<file path="src/rtl/neuron_input_feeder.sv">
// Serial-to-parallel feeder for a neuron input vector: gathers NUM_INPUTS signed
// samples over valid/ready, announces the vector once, then holds it until the neuron finishes.
module neuron_input_feeder #(
    parameter int DATA_WIDTH        = 32,
    parameter int NUM_INPUTS        = 16,
    parameter int TIMEOUT_CYCLES    = 1024,
    parameter int FRAME_COUNT_WIDTH = 16
) (
    input  logic                         clock,
    input  logic                         reset,
    input  logic signed [DATA_WIDTH-1:0] in_data,
    input  logic                         in_valid,
    output logic                         in_ready,
    output logic signed [DATA_WIDTH-1:0] inputs [NUM_INPUTS],
    output logic                         input_ready,
    input  logic                         output_ready,
    output logic                         busy,
    output logic [FRAME_COUNT_WIDTH-1:0] frame_count,
    output logic                         timeout_error
);

    localparam int IDX_W = $clog2(NUM_INPUTS);
    localparam int WD_W  = (TIMEOUT_CYCLES > 1) ? $clog2(TIMEOUT_CYCLES) : 1;

    localparam logic [IDX_W-1:0] IDX_LAST = IDX_W'(NUM_INPUTS - 1);
    localparam logic [WD_W-1:0]  WD_LAST  = WD_W'((TIMEOUT_CYCLES > 0) ? TIMEOUT_CYCLES - 1 : 0);

    typedef enum logic [1:0] {
        S_FILLING = 2'd0,
        S_ISSUE   = 2'd1,
        S_WAIT    = 2'd2
    } state_t;

    state_t                          state_q;
    logic [IDX_W-1:0]                idx_q;
    logic [WD_W-1:0]                 wd_q;
    logic [FRAME_COUNT_WIDTH-1:0]    frame_q;
    logic                            err_q;
    logic                            in_ready_q;
    logic                            input_ready_q;
    logic                            busy_q;
    logic signed [DATA_WIDTH-1:0]    vec_q [NUM_INPUTS];

    // Feeder FSM: handshake outputs are registered alongside the state they decode.
    always_ff @(posedge clock or posedge reset) begin
        if (reset) begin
            state_q       <= S_FILLING;
            idx_q         <= '0;
            wd_q          <= '0;
            frame_q       <= '0;
            err_q         <= 1'b0;
            in_ready_q    <= 1'b1;
            input_ready_q <= 1'b0;
            busy_q        <= 1'b0;
            for (int i = 0; i < NUM_INPUTS; i++) begin
                vec_q[i] <= '0;
            end
        end else begin
            case (state_q)
                S_FILLING: begin
                    // in_ready is high throughout FILLING, so in_valid alone is the handshake
                    if (in_valid) begin
                        vec_q[idx_q] <= in_data;
                        if (idx_q == IDX_LAST) begin
                            idx_q         <= '0;
                            state_q       <= S_ISSUE;
                            in_ready_q    <= 1'b0;
                            input_ready_q <= 1'b1;
                            busy_q        <= 1'b1;
                        end else begin
                            idx_q <= idx_q + 1'b1;
                        end
                    end
                end
                S_ISSUE: begin
                    wd_q          <= '0;
                    state_q       <= S_WAIT;
                    input_ready_q <= 1'b0;
                end
                S_WAIT: begin
                    if (output_ready) begin
                        frame_q    <= frame_q + 1'b1;
                        state_q    <= S_FILLING;
                        in_ready_q <= 1'b1;
                        busy_q     <= 1'b0;
                    end else if (TIMEOUT_CYCLES != 0) begin
                        if (wd_q == WD_LAST) begin
                            err_q      <= 1'b1;
                            state_q    <= S_FILLING;
                            in_ready_q <= 1'b1;
                            busy_q     <= 1'b0;
                        end else begin
                            wd_q <= wd_q + 1'b1;
                        end
                    end
                end
                default: begin
                    state_q       <= S_FILLING;
                    idx_q         <= '0;
                    in_ready_q    <= 1'b1;
                    input_ready_q <= 1'b0;
                    busy_q        <= 1'b0;
                end
            endcase
        end
    end

    assign in_ready      = in_ready_q;
    assign input_ready   = input_ready_q;
    assign busy          = busy_q;
    assign frame_count   = frame_q;
    assign timeout_error = err_q;
    assign inputs        = vec_q;

endmodule

</file>
<file path="config.mk">
export PLATFORM = sky130hd
export DESIGN_NAME = neuron_input_feeder
export DESIGN_NICKNAME = d
export VERILOG_FILES = /design/src/rtl/neuron_input_feeder.sv
export SDC_FILE = /design/constraint.sdc
export NUM_CORES = 1
export LEC_CHECK = 0
export CORE_AREA = 5 5 250 204
export DETAILED_ROUTE_END_ITERATION = 10
export DIE_AREA = 0 0 255 209
export GPL_ROUTABILITY_DRIVEN = 0
export GPL_TIMING_DRIVEN = 1
export PLACE_DENSITY = 0.78
export SLEW_MARGIN = 20
export SYNTH_ARGS = -nofsm -noshare
export SYNTH_HDL_FRONTEND = slang
export SYNTH_SLANG_ARGS = --single-unit
</file>
<file path="constraint.sdc">
create_clock -name clock -period 20.6 [get_ports clock]
set_clock_uncertainty 0.2 [all_clocks]
set_input_delay 4.12 -clock clock [delete_from_list [all_inputs] [get_ports clock]]
set_output_delay 4.12 -clock clock [all_outputs]
set_load 0.02 [all_outputs]
</file>
Word-level counts from Yosys, hierarchy flattened
Cells that the tools add are included.
W data, S select, Z words.
Operators by class
  add/subtract/negate cells: 3
  muxes and demuxes: 25
  reduce and logical (&&, ||, !) cells: 12
  eq/ne operators: 9
  bitwise gates (word level): 5
  $lt $le $gt $ge: 2
Operators by type and width (count)
  $bwmux W512: 1
  $demux W32 S4: 1
  $mux W32: 1
  $mux W10: 2
  $pmux W10 S2: 1
  $add A16 B1 Y16 const B: 1
  $reduce_and A3 Y1: 4
  $add A10 B1 Y10 const B: 1
  $eq A10 B10 Y1 const B: 1
  $mux W1: 8
  $mux W2: 4
  $mux W4: 2
  $ne A2 B2 Y1 const B: 4
  $pmux W4 S2: 1
  $pmux W1 S3: 2
  $pmux W2 S3: 1
  $reduce_and A2 Y1: 3
  $ge A5 B5 Y1 const B: 1
  $lt A5 B1 Y1 const B: 1
  $not A4 Y5: 1
  $add A4 B1 Y4 const B: 1
  $eq A4 B4 Y1 const B: 1
  $not A1 Y1: 4
  $reduce_and A4 Y1: 1
  other kinds (8): 8
Word-level totals
  register bits: 548
  output and inout port bits: 532

Logic depth before layout (Yosys ltp)
Gate-level depths: netlist (run 1).
  depth in word-level cells: 6
  depth in mapped cells: 9

Least setup slack after synthesis (run 1)
Ideal clock, no wire load.
  path kind: input to register
  start: input port in_valid
  end: register vec_q, in the netlist inputs[192]
  setup time: 125 ps
  stages on the path: 6
  path buffers: 2
  data arrival time: 5201 ps
  slack: 15074 ps
  required time: 20275 ps
  cell sequence: and2_1 > buf_4 > nand2_1 > nor2_2 > buf_4 > mux2_2
Between the ends
  word-level cells in the longest chain between the ends: 1
RTL lines
  start: declaration: line 12  | input logic in_valid,
  $reduce_and A2 Y1 (no line)
  end signal: indexed assignment: line 63  | vec_q[idx_q] <= in_data;
  end: declaration: line 42  | logic signed [DATA_WIDTH-1:0] vec_q [NUM_INPUTS];
Every way passes these cells.
A chain may end at the register's enable or synchronous reset.

==> results of run 1 <==
power by group through the flow:
stage,clock network [mW],logic [mW],registers (mW)
global route,1.10,2.54,1.91
global placement,0,2.40,1.83
CTS,1.06,2.45,1.85
detailed placement,0,2.44,1.86
floorplan,0,0.596,2.42
finish,1.04,2.43,1.85
metal layers:
layer,vias up,GRT usage (%),part of all wire [%]
met5,-,0,0
met4,0,6.67,2.6
met3,97,7.64,8.4
met2,481,37.6,48
met1,7081,29.6,41
li1,5705,-,-
state kept, by name, summed over array words and instances, names as in the netlist:
| register | flops |
|---|---|
| state_q | 2 |
| wd_q | 10 |
| frame_count | 16 |
| timeout_error | 1 |
| in_ready | 1 |
| busy | 1 |
| inputs | 512 |
| idx_q | 4 |
| input_ready | 1 |
layout by cell type (no fill, tap or decap), types with 3 or more instances in the layout:
cell type | synthesis | routed
o21ai_0 | 8 | 8
nand4_1 | 3 | 3
clkbuf_8 | 0 | 16
clkinvlp_4 | 0 | 3
xnor2_1 | 8 | 8
nand3_2 | 0 | 4
inv_1 | 11 | 10
a21oi_1 | 6 | 6
buf_4 | 31 | 20
nand2_1 | 24 | 24
nor2_4 | 0 | 12
a31oi_1 | 3 | 3
clkbuf_1 | 32 | 6
xor2_1 | 8 | 8
nor2_1 | 11 | 11
and2_1 | 3 | 3
bufinv_16 | 0 | 6
clkdlybuf4s50_1 | 0 | 567
nor3_1 | 4 | 4
clkbuf_16 | 0 | 55
dfrtp_1 | 547 | 547
nand3_1 | 18 | 14
mux2_1 | 30 | 30
clkinv_2 | 0 | 8
ha_1 | 9 | 9
mux2_2 | 484 | 484
and3_1 | 7 | 7
worst max-delay path by stage:
stage | from | end | slack [ns] | depth (start not counted)
6_report | reset | inputs[173] | 13.59 | 6
4_1_cts | reset | inputs[30] | 12.97 | 5
5_1_grt | reset | inputs[142] | 13.06 | 6
3_5_place_dp | reset | inputs[139] | 12.34 | 5
2_1_floorplan | reset | busy | 0.96 | 1
3_3_place_gp | reset | inputs[143] | 12.41 | 5
through the flow:
step / instance area, um2 / util, % / std cells / setup WS (ns) / hold WS, ns
finish: 29200 / 60.1 / 2551 / 13.59 / 0.291
global route: 29200 / 60.1 / 2550 / 13.06 / 0.304
floorplan: 20900 / - / 1307 / 0.961 / 0.260
detailed placement: 27200 / 56.1 / 2451 / 12.34 / 0.252
CTS: 29100 / 60.0 / 2549 / 12.97 / 0.290
global placement: 27200 / 56.0 / 2450 / 12.41 / 0.251
kinds of logic (layout without fill, tap and decap cells):
group           Yosys count  after routing
flops                   548            548
mux                     516            516
simple gates             94             94
buf+inv                  94            700
compound gates           30             30
xor+xnor                 16             16
fa+ha+maj                 9              9
other cells               0              1
final cells by class:
type / count / area [um2]
Antenna cell: 1 / 2.50
Tap cell: 637 / 797
Inverter: 11 / 48.8
Clock inverter: 21 / 280
Clock buffer: 77 / 1620
Multi-Input combinational cell: 665 / 6820
Sequential cell: 548 / 13700
Fill cell: 3608 / 19400
Timing Repair Buffer: 591 / 5900
==> impl_metrics.tcl, run 1 <==
set metrics [dict create \
    synth_edf_count 0 \
    cts-root-buf "clkbuf_16" \
    synth_fp_nets 1352 \
    powerDensity_nw_per_um2 182 \
    cts_tree "done" \
    synth_most_common_cell "dfrtp_1" \
    worstSkewPairLatency_ns 0.58 \
    via_count 13400 \
    die_h_um 209 \
    min_path_cells 1 \
    crit_fanout 95 \
    worst_ep_required_time_ns 21.02 \
    slew_viol_final 0 \
    synth_top_family_by_area "multiplexers" \
    cts_resized 0 \
    syn_to_final_growth_pct 39.3 \
    floorplan.initialDensity_pct 43.1 \
    crit_type "in2async" \
    pwr-share-clk_pct 19.5 \
    routedWlPerCell_um 24.8 \
    die_area_um2 53300 \
    vias_per_cell 5.24 \
    power.switching_mw 1.90 \
    grt_max_degree 96 \
    tightestPinTransition_ns 0.968 \
    slowest_stage "buf_4" \
    core-area_um2 48600 \
    synthMuxAreaShare_pct 27.7 \
    antenna_found_initial 1 \
    rows 73 \
    grt_setup_unrepaired "false" \
    wl_um 63200 \
    min_to "frame_count[15]" \
    fin_tns_setup_ns 0 \
    synth_cells 1307 \
    dr.pass1.iters 4 \
    yosysTopAreaCellShare_pct 65.3 \
    setup_viol_count_final 0 \
    overflow 0 \
    r2r_start "state_q[0]" \
    ys_ff_latch 548 \
    synthArstFlopShare_pct 100 \
    layout-drive-gt1-share_pct 32.5 \
    synth-compound-area-share_pct 0.968 \
    crit_top_cell "buf_4" \
    final.min_clock_period_ns 7.01 \
    syn_avg_cell_area_um2 16.0 \
    synth_area_leaders "dfrtp_1, mux2_2, mux2_1" \
    relSlewSlack_pct 35.2 \
    worstHoldPathType "reg2reg" \
    drv_cap 0 \
    end_kind "asynchronous set/reset pin" \
    ys.flop_type "dfrtp_1" \
    postCtsSetupRepairBufs 0 \
    grt_pass1_vias 14300 \
    start_kind "input pin" \
    die_w_um 255 \
    clkSlewWorstSetupHoldPaths_ns 0.06 \
    p_int_mw 3.41 \
    arrival_ns 7.43 \
    synthAdderAreaFrac_pct 0.538 \
    power.total_mw 5.31 \
    synth_xor_area_share_pct 0.669 \
    switching_share_pct 35.7 \
    htree_levels 2 \
    yosysWarningCount 0 \
    ir_drop_mv 0.110 \
    grt_pass1_wl_um 93700 \
    io_buffers 567 \
    critical_path_buf_inv_count 6 \
    ant_nets 0 \
    path_cells "clkdlybuf4s50_1 > inv_8 > buf_4 > buf_4 > buf_16 > buf_6" \
    critPathTopFamily "buffers and inverters" \
    synth_common_cells "dfrtp_1, mux2_2, clkbuf_1, buf_4, mux2_1" \
    final.period_utilization_pct 34.0 \
    drc_errors 0 \
    regToRegSetupSlack_ns 17.22 \
    clock-sinks 548 \
    track_usage_pct 23.1 \
    comb_power_share_pct 45.7 \
    numCtsBuffers 53 \
    power_leakage_nw 12.8 \
    yosys.area.top_type "dfrtp_1" \
    yosysUniqueCellTypes 43 \
    fmaxAchievable_ghz 0.143 \
    outcome "finished clean" \
    syn_area_um2 20900 \
    ff2ff_path_depth 7 \
    r2r_end "inputs[318]" \
    cts_max_path_buffers 3 \
    final_hold_viol_count 0 \
    crit_path_max_incr_delay_ns 0.80 \
    hp-start "frame_count[15]" \
    seq_power_share_pct 34.8 \
    drtIter0Drc 554 \
    ys_seq_area_share_pct 65.5 \
    nets 1915 \
    holdBufCountCts 0 \
    ios 568 \
    synth-simple-area-share_pct 2.28 \
    dp_hpwl_um 43700 \
]
(Power assumes the default switching activity.)
==> run 2: changes to the inputs <==
Clock period 20.6 ns to 6.2 ns, I/O delays scaled along.
==> run 2 against run 1 <==
  * Via count down 1.2%
  * First-iteration DRC count grew 2.2%
  * Non-clock buffer count increased by 3
  * Cell count hardly changed
  * Critical endpoint is now inputs[22]
  * Routed wire length increased by 0.67%
  * Highest routed layer unchanged
  * Global-route usage grew 0.47 points
  * Register-to-register slack got worse by 14 ns
  * Combinational power grew to 3.3 times the previous value
  * Hold slack worse by 0.026 ns
  * Die area did not move
==> impl_metrics.tcl, run 2 (same netlist as run 1, synthesis figures left out) <==
set metrics [dict create \
    arrival_ns 4.00 \
    clkSlewWorstSetupHoldPaths_ns 0.06 \
    die_h_um 209 \
    antenna_found_initial 0 \
    cts_resized 0 \
    die_w_um 255 \
    drv_cap 0 \
    power.total_mw 17.6 \
    worstHoldPathType "reg2reg" \
    floorplan.initialDensity_pct 43.1 \
    antennaDiodeCount 0 \
    grt_pass1_vias 14600 \
    ios 568 \
    relSlewSlack_pct 30.2 \
    crit_fanout 20 \
    outcome "finished clean" \
    drc_errors 0 \
    vias_per_cell 5.17 \
    crit_type "in2reg" \
    dpl_cell_area_um2 27300 \
    setup_viol_count_final 0 \
    worst_ep_required_time_ns 6.46 \
    fin_tns_setup_ns 0 \
    cts_max_path_buffers 3 \
    final_common_cell "clkdlybuf4s50_1" \
    grt_pass1_wl_um 95400 \
    holdWs_ns 0.265 \
    drtIter0Drc 566 \
    wl_um 63700 \
    highest-signal-layer "met4" \
    final_cell_area_um2 29300 \
    grt_setup_unrepaired "false" \
    powerDensity_nw_per_um2 600 \
    clock-sinks 548 \
    dr.pass1.iters 6 \
    slew_viol_final 0 \
    syn_to_final_growth_pct 39.8 \
    power_leakage_nw 12.8 \
    cts_tree "done" \
    postCtsSetupRepairBufs 0 \
    final_hold_viol_count 0 \
    holdBufCountCts 0 \
    track_usage_pct 23.5 \
    rows 73 \
    tightestPinTransition_ns 1.04 \
    wl_met2_um 30800 \
    final.period_utilization_pct 60.4 \
    core-area_um2 48600 \
    end_kind "flip-flop" \
    fin_cells 2553 \
    worstSkewPairLatency_ns 0.58 \
    ant_nets 0 \
    htree_levels 2 \
    overflow 0 \
    dp_hpwl_um 43600 \
    layout-drive-gt1-share_pct 32.5 \
    io_buffers 567 \
    largest_register_ff_count 512 \
    final_cell_mix "clkdlybuf4s50_1, dfrtp_1, mux2_2, clkbuf_16, mux2_1" \
    via_count 13200 \
    start_kind "input pin" \
    numCtsBuffers 53 \
    cts-root-buf "clkbuf_16" \
    m1WireLength_um 25200 \
    routedWlPerCell_um 24.9 \
    grt_max_degree 164 \
    placed_cells 2451 \
    die_area_um2 53300 \
    wl_met3_um 5740 \
    nets 1918 \
    ir_drop_mv 0.355 \
    final.min_clock_period_ns 3.74 \
    fmaxAchievable_ghz 0.267 \
]
-- run 2: changes by cell type in the layout (fill, tap and decap cells not counted), sizes merged --
cell / change
buf: +3
bufinv: -2
clkbuf: +2
clkinv: +2
inv: -2
diode: -1
-- run 2: per-stage QoR --
step	utilization, %	setup WS [ns]
after global placement	56.0	1.93
after detailed placement	56.3	1.83
after CTS	60.1	2.44
final	60.3	2.46
after global routing	60.3	2.38
after floorplan	-	-2.70
-- run 2: final cells by class --
cell class / instances / area [um2]
Clock buffer: 79 / 1630
Clock inverter: 19 / 215
Fill cell: 3660 / 19300
Inverter: 11 / 45.0
Multi-Input combinational cell: 665 / 6830
Sequential cell: 548 / 13700
Tap cell: 637 / 797
Timing Repair Buffer: 594 / 6070
-- run 2: path summary, 6_finish.rpt --
kind                            slack (ns)       endpoint          start  cells past startpoint
worst max-delay path                  2.46     inputs[22]       in_valid                      6
worst min-delay path                  0.27  timeout_error  timeout_error                      1
worst max register to register        2.87     inputs[22]     state_q[0]                      7
worst min register to register        0.27  timeout_error  timeout_error                      1
max in group asynchronous             3.61    inputs[101]          reset                      3
min in group asynchronous             0.92    inputs[413]          reset                      2
-- run 2: where the power goes --
part           switching [mW]  leakage [nW]  internal [mW]
clock network            1.37         0.912           1.98
logic                    4.01          5.00           4.09
registers               0.917          6.91           5.21
-- run 2: per-layer routing --
| metal | GRT usage (%) | vias up |
|---|---|---|
| met5 | 0 | - |
| met4 | 7.81 | 0 |
| met3 | 7.99 | 112 |
| met2 | 38.4 | 490 |
| met1 | 29.6 | 6890 |
| li1 | - | 5716 |
-- run 2: critical path: stages --
cell	delay, ns
clkdlybuf4s50_1	0.61
and2_1	0.46
nand2_2	0.20
nor2_4	0.58
buf_4	0.48
mux2_2	0.40
==> run 3: changes to the inputs <==
Settings changed: CORE_AREA 5 5 250 204 to 5 5 240 195, DIE_AREA 0 0 255 209 to 0 0 245 200, PLACE_DENSITY 0.78 to 0.81.
Clock period 6.2 ns to 3.7 ns, I/O delays scaled along.
==> run 3 against run 2 <==
  * Sequential share of layout area increased by 0.13 points
  * Die area decreased by 8.1%
  * First-iteration DRC count fell by 8.8%
  * Sequential power grew 68%
  * Utilization grew 6.1 points
  * Routed wire length grew 0.91%
  * Non-clock buffer count up 19
  * Design area decreased by 0.28%
  * Clock power rose by 62%
  * Critical path depth grew 1
  * Combinational power rose by 68%
  * Global-route usage up 2.1 points
  * Highest routed layer unchanged
==> impl_metrics.tcl, run 3 (same netlist as run 1, synthesis figures left out) <==
set metrics [dict create \
    outcome "finished clean" \
    setup_viol_count_final 0 \
    final.min_clock_period_ns 2.69 \
    rows 69 \
    clock-sinks 548 \
    regToRegSetupSlack_ns 1.01 \
    end_kind "flip-flop" \
    core-area_um2 44000 \
    floorplan.initialDensity_pct 47.6 \
    tightestPinTransition_ns 0.919 \
    dr.pass1.iters 4 \
    syn_to_final_growth_pct 39.4 \
    placed_cells 2405 \
    grt_setup_unrepaired "false" \
    crit_fanout 13 \
    layout-drive-gt1-share_pct 32.7 \
    relSlewSlack_pct 38.5 \
    worst_ep_required_time_ns 3.94 \
    track_usage_pct 25.6 \
    die_w_um 245 \
    vias_per_cell 5.35 \
    cts_resized 0 \
    antenna_found_initial 0 \
    die_h_um 200 \
    cts_tree "done" \
    fin_tns_setup_ns 0 \
    drv_cap 0 \
    grt_use_met2_pct 42.9 \
    powerDensity_nw_per_um2 1010 \
    power_leakage_nw 12.9 \
    fmaxAchievable_ghz 0.372 \
    grt_max_degree 65 \
    final_hold_viol_count 0 \
    top_usage_layer "met2" \
    grt_pass1_wl_um 95200 \
    start_kind "flip-flop" \
    nets 1935 \
    fin_util_pct 66.3 \
    largest_register_ff_count 512 \
    cts_max_path_buffers 3 \
    holdWs_ns 0.263 \
    htree_levels 2 \
    final.period_utilization_pct 72.6 \
    postCtsSetupRepairBufs 0 \
    cts-root-buf "clkbuf_16" \
    arrival_ns 2.93 \
    slew_viol_final 0 \
    numCtsBuffers 51 \
    grt_util_met1_pct 32.0 \
    worstSkewPairLatency_ns 0.59 \
    grt_pass1_vias 14500 \
    ant_nets 0 \
    ios 568 \
    final_cell_mix "clkdlybuf4s50_1, dfrtp_1, mux2_2, clkbuf_16, buf_4" \
    wl_um 64200 \
    routedWlPerCell_um 25.7 \
    overflow 0 \
    final_common_cell "clkdlybuf4s50_1" \
    holdBufCountCts 0 \
    use_met3_pct 8.45 \
    die_area_um2 49000 \
    io_buffers 567 \
    fin_cells 2496 \
    drtIter0Drc 516 \
    via_count 13400 \
    drc_errors 0 \
    worstHoldPathType "reg2reg" \
    dp_hpwl_um 45400 \
    crit_type "reg2reg" \
    ir_drop_mv 0.673 \
    clkSlewWorstSetupHoldPaths_ns 0.06 \
]
## run 3: cell count changes in the layout (fill, tap and decap cells not counted), sizes merged
cell and delta:
inv -1, diode +1, bufinv +2, clkbuf -6, clkinv -3, buf +19
## run 3: area by class of cell
| class | instances | area [um2] |
|---|---|---|
| fillers | 2988 | 14800 |
| flip-flops and latches | 548 | 13700 |
| multi-input cells | 665 | 6820 |
| repair buffers | 613 | 6180 |
| clock buffers | 73 | 1480 |
| well taps | 568 | 711 |
| clock inverters | 17 | 255 |
| inverters | 11 | 45.0 |
| diodes | 1 | 2.50 |
## run 3: worst max-delay path: stages (launching register included)
cell and delay [ns]:
dfrtp_1 0.40, inv_1 0.09, ha_1 0.32, and2_1 0.28
nand2_1 0.21, nor2_4 0.48, buf_12 0.21, mux2_2 0.34
## run 3: worst paths after layout
kind	start	endpoint	depth (start not counted)
worst max-delay path	state_q[1]	inputs[211]	7
worst min-delay path	timeout_error	timeout_error	1
worst max register to register	state_q[1]	inputs[211]	7
worst min register to register	timeout_error	timeout_error	1
max in group asynchronous	reset	in_ready	3
min in group asynchronous	reset	inputs[357]	2
## run 3: power by group
part           internal (mW)  switching (mW)  total, mW  leakage (nW)
clock network           3.20            2.23       5.43         0.850
logic                   6.87            6.77       13.6          5.10
registers               8.73            1.59       10.3          6.91
total                   18.8            10.6       29.4          12.9
## run 3: metal layers
| metal | routed length (um) | vias up | part of all wire (%) |
|---|---|---|---|
| li1 | - | 5754 | - |
| met1 | 25100 | 6987 | 39 |
| met2 | 31500 | 508 | 49 |
| met3 | 5510 | 115 | 8.6 |
| met4 | 2140 | 0 | 3.3 |
| met5 | 0 | - | 0 |
## run 3: per-stage QoR
| step | total power [mW] | area, um2 | setup slack [ns] |
|---|---|---|---|
| global route | 30.7 | 29200 | 0.866 |
| CTS | 29.6 | 29200 | 0.974 |
| detailed placement | 24.1 | 27500 | 0.500 |
| finish | 29.4 | 29200 | 1.01 |
| global placement | 23.7 | 27500 | 0.513 |
| floorplan | 16.8 | 21000 | -4.70 |
